**config.mk**
```make
export PLATFORM = sky130hd
export DESIGN_NAME = mips_multicycle
export DESIGN_NICKNAME = d
export VERILOG_FILES = /design/src/rtl/mips_multicycle.sv
export SDC_FILE = /design/constraint.sdc
export NUM_CORES = 2
export LEC_CHECK = 0
export CORE_UTILIZATION = 33
export DETAILED_ROUTE_END_ITERATION = 7
export DONT_BUFFER_PORTS = 1
export PLACE_DENSITY = 0.47
export SKIP_LAST_GASP = 1
export SYNTH_ARGS = -nofsm -noshare
export SYNTH_HDL_FRONTEND = slang
export SYNTH_SLANG_ARGS = --single-unit
```
**constraint.sdc**
```tcl
create_clock -name clk -period 4.5 [get_ports clk]
set_input_delay 0.9 -clock clk [delete_from_list [all_inputs] [get_ports clk]]
set_output_delay 0.9 -clock clk [all_outputs]
set_load 0.05 [all_outputs]
```
**src/rtl/mips_multicycle.sv**
```systemverilog
// Multicycle MIPS subset core with one shared instruction/data memory port.
// Latency (zero-wait memory): R-type/addi 4 cycles, lw 5, sw 4, beq/j 3; each memory wait cycle adds 1.
// Backpressure: FETCH and MEM hold the request steady until mem_ack is sampled; no other state stalls.
//
// Ports:
//   clk, rst          - single clock; synchronous active-high reset
//   mem_req/mem_we    - memory request and direction (1 = write)
//   mem_addr          - word-aligned byte address (PC in FETCH, ALUOut in MEM)
//   mem_wdata         - store data (B register during sw), zero otherwise
//   mem_rdata/mem_ack - read data and completion strobe for the current request
//   halted            - core has reached the absorbing HALT state
//   pc_dbg            - current program counter
//
// Optional feature: define MIPS_MC_JAL_EN to implement jal (op 0x03) and jr (funct 0x08).
// Without it both encodings are treated as illegal and halt the core.
module mips_multicycle #(
  parameter int                ADDR_W   = 16,
  parameter logic [ADDR_W-1:0] RESET_PC = '0,
  parameter int                NREGS    = 32
) (
  input  logic              clk,
  input  logic              rst,
  output logic              mem_req,
  output logic              mem_we,
  output logic [ADDR_W-1:0] mem_addr,
  output logic [31:0]       mem_wdata,
  input  logic [31:0]       mem_rdata,
  input  logic              mem_ack,
  output logic              halted,
  output logic [ADDR_W-1:0] pc_dbg
);

  localparam int RI_W = $clog2(NREGS);
  // Link register index after aliasing into the implemented register file.
  localparam logic [RI_W-1:0] RA_I = RI_W'(31);

  typedef enum logic [2:0] {FETCH, DECODE, EXEC, MEM, WB, HALT} state_t;
  typedef enum logic [3:0] {C_BAD, C_RTYPE, C_ADDI, C_LW, C_SW, C_BEQ, C_J, C_JAL, C_JR} cls_t;

  state_t            r_state;
  state_t            w_next;
  logic [ADDR_W-1:0] r_pc;
  logic [31:0]       r_ir;
  logic [31:0]       r_a;
  logic [31:0]       r_b;
  logic [31:0]       r_simm;
  logic [31:0]       r_aluout;
  logic [31:0]       r_mdr;
  logic [31:0]       r_regs [NREGS];

  cls_t              w_cls;
  logic [31:0]       w_alu;
  logic [5:0]        w_op;
  logic [5:0]        w_funct;
  logic [RI_W-1:0]   w_rs_i;
  logic [RI_W-1:0]   w_rt_i;
  logic [RI_W-1:0]   w_rd_i;
  logic [RI_W-1:0]   w_wb_i;
  logic [31:0]       w_wb_val;
  logic [31:0]       w_rs_val;
  logic [31:0]       w_rt_val;
  logic [ADDR_W-1:0] w_jt;
  logic [ADDR_W-1:0] w_br;
  logic              w_unused;

  assign w_op    = r_ir[31:26];
  assign w_funct = r_ir[5:0];
  // Register specifiers alias modulo NREGS by keeping only the low bits.
  assign w_rs_i  = r_ir[21 +: RI_W];
  assign w_rt_i  = r_ir[16 +: RI_W];
  assign w_rd_i  = r_ir[11 +: RI_W];

  assign w_rs_val = (w_rs_i == '0) ? '0 : r_regs[w_rs_i];
  assign w_rt_val = (w_rt_i == '0) ? '0 : r_regs[w_rt_i];

  assign w_jt = ADDR_W'({4'b0000, r_ir[25:0], 2'b00});
  assign w_br = r_pc + ADDR_W'(r_simm << 2);

  assign w_wb_i   = (w_cls == C_RTYPE) ? w_rd_i : w_rt_i;
  assign w_wb_val = (w_cls == C_LW) ? r_mdr : r_aluout;

  // Instruction classification and ALU; lw/sw reuse the adder for the effective address.
  always_comb begin
    w_cls = C_BAD;
    w_alu = '0;
    case (w_op)
      6'h00: begin
        case (w_funct)
          6'h20: begin w_cls = C_RTYPE; w_alu = r_a + r_b; end
          6'h22: begin w_cls = C_RTYPE; w_alu = r_a - r_b; end
          6'h24: begin w_cls = C_RTYPE; w_alu = r_a & r_b; end
          6'h25: begin w_cls = C_RTYPE; w_alu = r_a | r_b; end
          6'h2A: begin w_cls = C_RTYPE; w_alu = {31'd0, ($signed(r_a) < $signed(r_b))}; end
`ifdef MIPS_MC_JAL_EN
          6'h08: w_cls = C_JR;
`endif
          default: w_cls = C_BAD;
        endcase
      end
      6'h08: begin w_cls = C_ADDI; w_alu = r_a + r_simm; end
      6'h23: begin w_cls = C_LW;   w_alu = r_a + r_simm; end
      6'h2B: begin w_cls = C_SW;   w_alu = r_a + r_simm; end
      6'h04: w_cls = C_BEQ;
      6'h02: w_cls = C_J;
`ifdef MIPS_MC_JAL_EN
      6'h03: w_cls = C_JAL;
`endif
      default: w_cls = C_BAD;
    endcase
  end

  always_comb begin
    w_next = r_state;
    case (r_state)
      FETCH:  if (mem_ack) w_next = DECODE;
      DECODE: w_next = EXEC;
      EXEC: begin
        case (w_cls)
          C_RTYPE, C_ADDI: w_next = WB;
          C_LW, C_SW:      w_next = MEM;
          C_BAD:           w_next = HALT;
          default:         w_next = FETCH;
        endcase
      end
      MEM:     if (mem_ack) w_next = (w_cls == C_SW) ? FETCH : WB;
      WB:      w_next = FETCH;
      HALT:    w_next = HALT;
      default: w_next = HALT;
    endcase
  end

  always_ff @(posedge clk) begin
    if (rst) r_state <= FETCH;
    else     r_state <= w_next;
  end

  always_ff @(posedge clk) begin
    if (rst) begin
      r_pc     <= RESET_PC;
      r_ir     <= '0;
      r_a      <= '0;
      r_b      <= '0;
      r_simm   <= '0;
      r_aluout <= '0;
      r_mdr    <= '0;
      for (int i = 0; i < NREGS; i++) r_regs[i] <= '0;
    end else begin
      case (r_state)
        FETCH: begin
          if (mem_ack) begin
            r_ir <= mem_rdata;
            r_pc <= r_pc + ADDR_W'(4);
          end
        end
        DECODE: begin
          r_a    <= w_rs_val;
          r_b    <= w_rt_val;
          r_simm <= {{16{r_ir[15]}}, r_ir[15:0]};
        end
        EXEC: begin
          case (w_cls)
            C_RTYPE, C_ADDI, C_LW, C_SW: r_aluout <= w_alu;
            C_BEQ: if (r_a == r_b) r_pc <= w_br;
            C_J:   r_pc <= w_jt;
            C_JAL: begin
              // PC already points past the jal, which is the return address.
              r_regs[RA_I] <= 32'(r_pc);
              r_pc         <= w_jt;
            end
            C_JR:    r_pc <= r_a[ADDR_W-1:0];
            default: ;
          endcase
        end
        MEM:     if (mem_ack && (w_cls == C_LW)) r_mdr <= mem_rdata;
        WB:      if (w_wb_i != '0) r_regs[w_wb_i] <= w_wb_val;
        default: ;
      endcase
    end
  end

  // Request outputs follow the state; rst masks them so no request is seen while reset is held.
  assign mem_req   = !rst && ((r_state == FETCH) || (r_state == MEM));
  assign mem_we    = !rst && (r_state == MEM) && (w_cls == C_SW);
  assign mem_addr  = (r_state == MEM) ? {r_aluout[ADDR_W-1:2], 2'b00} : r_pc;
  assign mem_wdata = mem_we ? r_b : '0;
  assign halted    = (r_state == HALT);
  assign pc_dbg    = r_pc;

  // Shamt and the aliased-away specifier/address bits are intentionally ignored.
  assign w_unused = ^{r_ir, r_aluout};

endmodule

```
==> load_flow_metrics.sql <==
INSERT INTO impl_metrics (metric_group, metric, value, unit) VALUES
('die', 'starting_density_of_the_core', '0.3333', ''),
('timing', 'time_the_final_worst_path_needs_with_i_o_delays_and_setup', '4302', 'ps'),
('critical_path', 'r2r_end', 'r_regs[3][26]', ''),
('placed_design', 'gpl.final_weighted_congestion', '0.9127', ''),
('timing', 'setup_tns', '0', 'ps'),
('critical_path', 'worst-setup-path-type', 'reg -> out', ''),
('route', 'drt.antenna.violating_nets', '0', ''),
('critical_path', 'critPathCaptureType', 'output port', ''),
('global_routing', 'overflow', '0', ''),
('logic_synthesis', 'synth_sequential_area_ratio', '0.5209', ''),
('die', 'rows', '164', ''),
('critical_path', 'reg2regPathDepth', '11', ''),
('min_path', 'worstHoldEndpoint', 'r_ir[2]', ''),
('power_and_ir_drop', 'power_density', '375.2', 'nW/um2'),
('job', 'max-cap-violations', '0', ''),
('critical_path', 'largest_stage_delay_on_the_critical_path', '490', 'ps'),
('power_and_ir_drop', 'p_leak', '24.29', 'nW'),
('logic_synthesis', 'avgSynthCellArea', '12.68', 'um2'),
('power_and_ir_drop', 'netSwitchingPower', '0.007789', 'W'),
('cts', 'clock_path_buffers', '3', ''),
('logic_synthesis', 'synth_common_cells', 'sky130_fd_sc_hd__nor2_1, sky130_fd_sc_hd__edfxtp_1, sky130_fd_sc_hd__mux4_2', ''),
('logic_synthesis', 'netlist_top_cells_area', 'sky130_fd_sc_hd__edfxtp_1, sky130_fd_sc_hd__mux4_2, sky130_fd_sc_hd__nor2_1', ''),
('die', 'floorplan.core_area', '200500', 'um2'),
('logic_synthesis', 'synth.cell_area', '66830', 'um2'),
('route', 'routed_vias', '46430', ''),
('logic_synthesis', 'yosysUniqueCellTypes', '99', ''),
('cts', 'cts_resized', '0', ''),
('logic_synthesis', 'synth_top_cell_area_share', '0.4601', ''),
('final_layout', 'final_cells', '7999', ''),
('placed_design', 'portBuffers', '0', ''),
('power_and_ir_drop', 'p_seq_frac', '0.456', ''),
('logic_synthesis', 'postSynthRegisterBits', '1227', ''),
('logic_synthesis', 'synth_area_leader_cell', 'sky130_fd_sc_hd__edfxtp_1', ''),
('logic_synthesis', 'post-synth-top-count-cell', 'sky130_fd_sc_hd__nor2_1', ''),
('timing', 'fin_crit_sh', '0.9560', ''),
('logic_synthesis', 'synthesis.instances', '5269', ''),
('logic_synthesis', 'synthesis.yosys.warnings', '0', ''),
('logic_synthesis', 'number_of_synthesized_flops_with_an_enable_pin', '1024', ''),
('min_path', 'hold-path-cell-count', '1', ''),
('critical_path', 'worstPathArrival', '3400', 'ps'),
('critical_path', 'crit-reg2reg-launch', 'r_ir[4]', ''),
('power_and_ir_drop', 'share_comb_of_total_power', '0.146', ''),
('die', 'dieWidth', '452.0', 'um'),
('global_routing', 'track_usage', '0.2413', ''),
('power_and_ir_drop', 'irDropWorstVdd', '0.0004199', 'V'),
('final_layout', 'layout-drive-gt1-share', '0.2463', ''),
('power_and_ir_drop', 'cell_internal_power', '0.02087', 'W'),
('critical_path', 'critical-path-slowest-cell', 'sky130_fd_sc_hd__nor4_2', ''),
('timing', 'max_slew.worst_pin.slew', '1330', 'ps'),
('die', 'num_io_pins', '102', ''),
('route', 'routedWlPerCell', '31.09', 'um'),
('placed_design', 'dpl.cell_count', '7733', ''),
('cts', 'cts_post_setup_buffers_inserted', '0', ''),
('timing', 'fmax', '0.2325', 'GHz'),
('cts', 'clk-insertion-delay-late', '820', 'ps'),
('status', 'status', 'finished, final reports clean', ''),
('cts', 'cts_max_level', '4', ''),
('cts', 'clk_pin_slew', '60', 'ps'),
('final_layout', 'fin_nets', '5404', ''),
('die', 'die_area', '204300', 'um2'),
('timing', 'whs', '210.6', 'ps'),
('min_path', 'hold_start', 'rst', ''),
('global_routing', 'grt_start_max_net_pins', '286', ''),
('critical_path', 'cpMostUsedCell', 'sky130_fd_sc_hd__buf_4', ''),
('final_layout', 'area_growth_syn_to_layout', '14.30', '%'),
('cts', 'cts_hold_buf', '0', ''),
('route', 'drt_iter0_drc', '5375', ''),
('timing', 'max_slew_margin', '0.09467', ''),
('timing', 'finalHoldViolations', '0', ''),
('critical_path', 'crit_path_cell_chain', 'nand4b_1 > nor2_1 > nand2_2 > buf_4 > nor4_2 > buf_4', ''),
('logic_synthesis', 'synthFlopType', 'sky130_fd_sc_hd__edfxtp_1', '');
[final cells by class]
class | count | area, um2
Inverter | 114 | 430.4
Tap cell | 2656 | 3323
Antenna cell | 1 | 2.502
Clock buffer | 182 | 3914
Fill cell | 18910 | 124100
Timing Repair Buffer | 267 | 2699
Sequential cell | 1227 | 34850
Clock inverter | 83 | 599.3
Multi-Input combinational cell | 3469 | 30570
[worst max path at each step]
stage	cells past startpoint	to	slack (ps)	from
after floorplan	4	mem_wdata[30]	570	rst
after global placement	11	r_regs[3][20]	820	r_ir[4]
after detailed placement	12	r_aluout[30]	840	r_a[4]
after CTS	6	mem_wdata[9]	200	r_ir[27]
after global routing	6	mem_wdata[24]	10	r_ir[27]
final	6	mem_wdata[9]	200	r_ir[27]
[power by group through the flow]
stage | Combinational (W) | Clock [W] | Sequential, W
after floorplan | 0.00273 | 0 | 0.0131
after global placement | 0.00415 | 0 | 0.0133
after detailed placement | 0.00415 | 0 | 0.0133
after CTS | 0.00416 | 0.0116 | 0.0131
after global routing | 0.00440 | 0.0120 | 0.0131
final | 0.00419 | 0.0114 | 0.0131
[kinds of logic (layout without fill, tap and decap cells)]
| family | Yosys count | in the layout | synth area share |
|---|---|---|---|
| adder cells (fa/ha/maj) | 145 | 145 | 0.02760 |
| AND/OR/NAND/NOR | 1822 | 1822 | 0.1123 |
| buffers and inverters | 608 | 646 | 0.03591 |
| AO/OA/AOI/OAI | 657 | 657 | 0.06287 |
| multiplexers | 758 | 758 | 0.2336 |
| flip-flops | 1227 | 1227 | 0.5209 |
| XOR/XNOR | 51 | 51 | 0.006684 |
| other | 1 | 37 | 0.00005611 |
[metal layers]
layer | global-route usage | share of wire | vias to the layer above
met1 | 0.3226 | 0.41 | 24310
met4 | 0.07013 | 0.027 | 0
met2 | 0.4025 | 0.49 | 2078
met3 | 0.03994 | 0.075 | 349
li1 | - | - | 19700
met5 | 0 | 0 | -
[critical path: cells and delay by family, from the launching register on]
family | cells | cell delay (ps)
buf+inv | 2 | 640
flops | 1 | 470
simple gates | 4 | 1460
[flip-flops by register name, indices dropped and copies added, names as in the netlist, named ones only]
register,flops
pc_dbg,14
r_a,32
r_aluout,32
r_b,32
r_ir,32
r_mdr,32
r_regs,1024
r_simm,16
r_state,3
[cells in the final DEF (no fill, tap or decap), types with 12 or more instances in the layout]
cell,synthesis,final
sky130_fd_sc_hd__nor2_1,1256,1256
sky130_fd_sc_hd__edfxtp_1,1024,1024
sky130_fd_sc_hd__mux4_2,640,640
sky130_fd_sc_hd__a21oi_1,287,286
sky130_fd_sc_hd__nand2_1,307,273
sky130_fd_sc_hd__buf_4,6,208
sky130_fd_sc_hd__dfxtp_1,203,193
sky130_fd_sc_hd__clkbuf_16,0,150
sky130_fd_sc_hd__ha_1,141,141
sky130_fd_sc_hd__inv_1,111,111
sky130_fd_sc_hd__o21ai_0,96,96
sky130_fd_sc_hd__mux2i_1,104,72
sky130_fd_sc_hd__buf_12,0,54
sky130_fd_sc_hd__nor3_1,42,38
sky130_fd_sc_hd__clkinv_1,0,38
sky130_fd_sc_hd__conb_1,1,36
sky130_fd_sc_hd__nor4_2,1,34
sky130_fd_sc_hd__nand2_2,0,33
sky130_fd_sc_hd__xnor2_1,33,33
sky130_fd_sc_hd__mux2i_4,0,32
sky130_fd_sc_hd__nand2b_2,0,31
sky130_fd_sc_hd__a21o_1,28,28
sky130_fd_sc_hd__clkbuf_1,367,28
sky130_fd_sc_hd__nand3_1,27,27
sky130_fd_sc_hd__a211oi_1,24,24
sky130_fd_sc_hd__clkinv_2,0,23
sky130_fd_sc_hd__o21bai_1,21,21
sky130_fd_sc_hd__nand2b_1,49,18
sky130_fd_sc_hd__xor2_1,18,18
sky130_fd_sc_hd__o22ai_1,18,18
sky130_fd_sc_hd__o221ai_1,17,17
sky130_fd_sc_hd__o211ai_1,16,16
sky130_fd_sc_hd__nor4_1,47,14
sky130_fd_sc_hd__mux2_2,14,14
sky130_fd_sc_hd__nand4_1,14,14
sky130_fd_sc_hd__a221oi_1,14,14
sky130_fd_sc_hd__a31oi_1,12,12
sky130_fd_sc_hd__a221o_1,12,12
[stage by stage]
stage | setup WS (ps) | cell area (um2) | total power [W]
finish | 198.1 | 76390 | 0.02866
global route | 12.61 | 76380 | 0.02956
CTS | 200.0 | 76380 | 0.02885
detailed placement | 838.2 | 71870 | 0.01745
global placement | 823.4 | 71870 | 0.01743
floorplan | 568.0 | 66960 | 0.01582
Power figures use the tool's default switching activity.
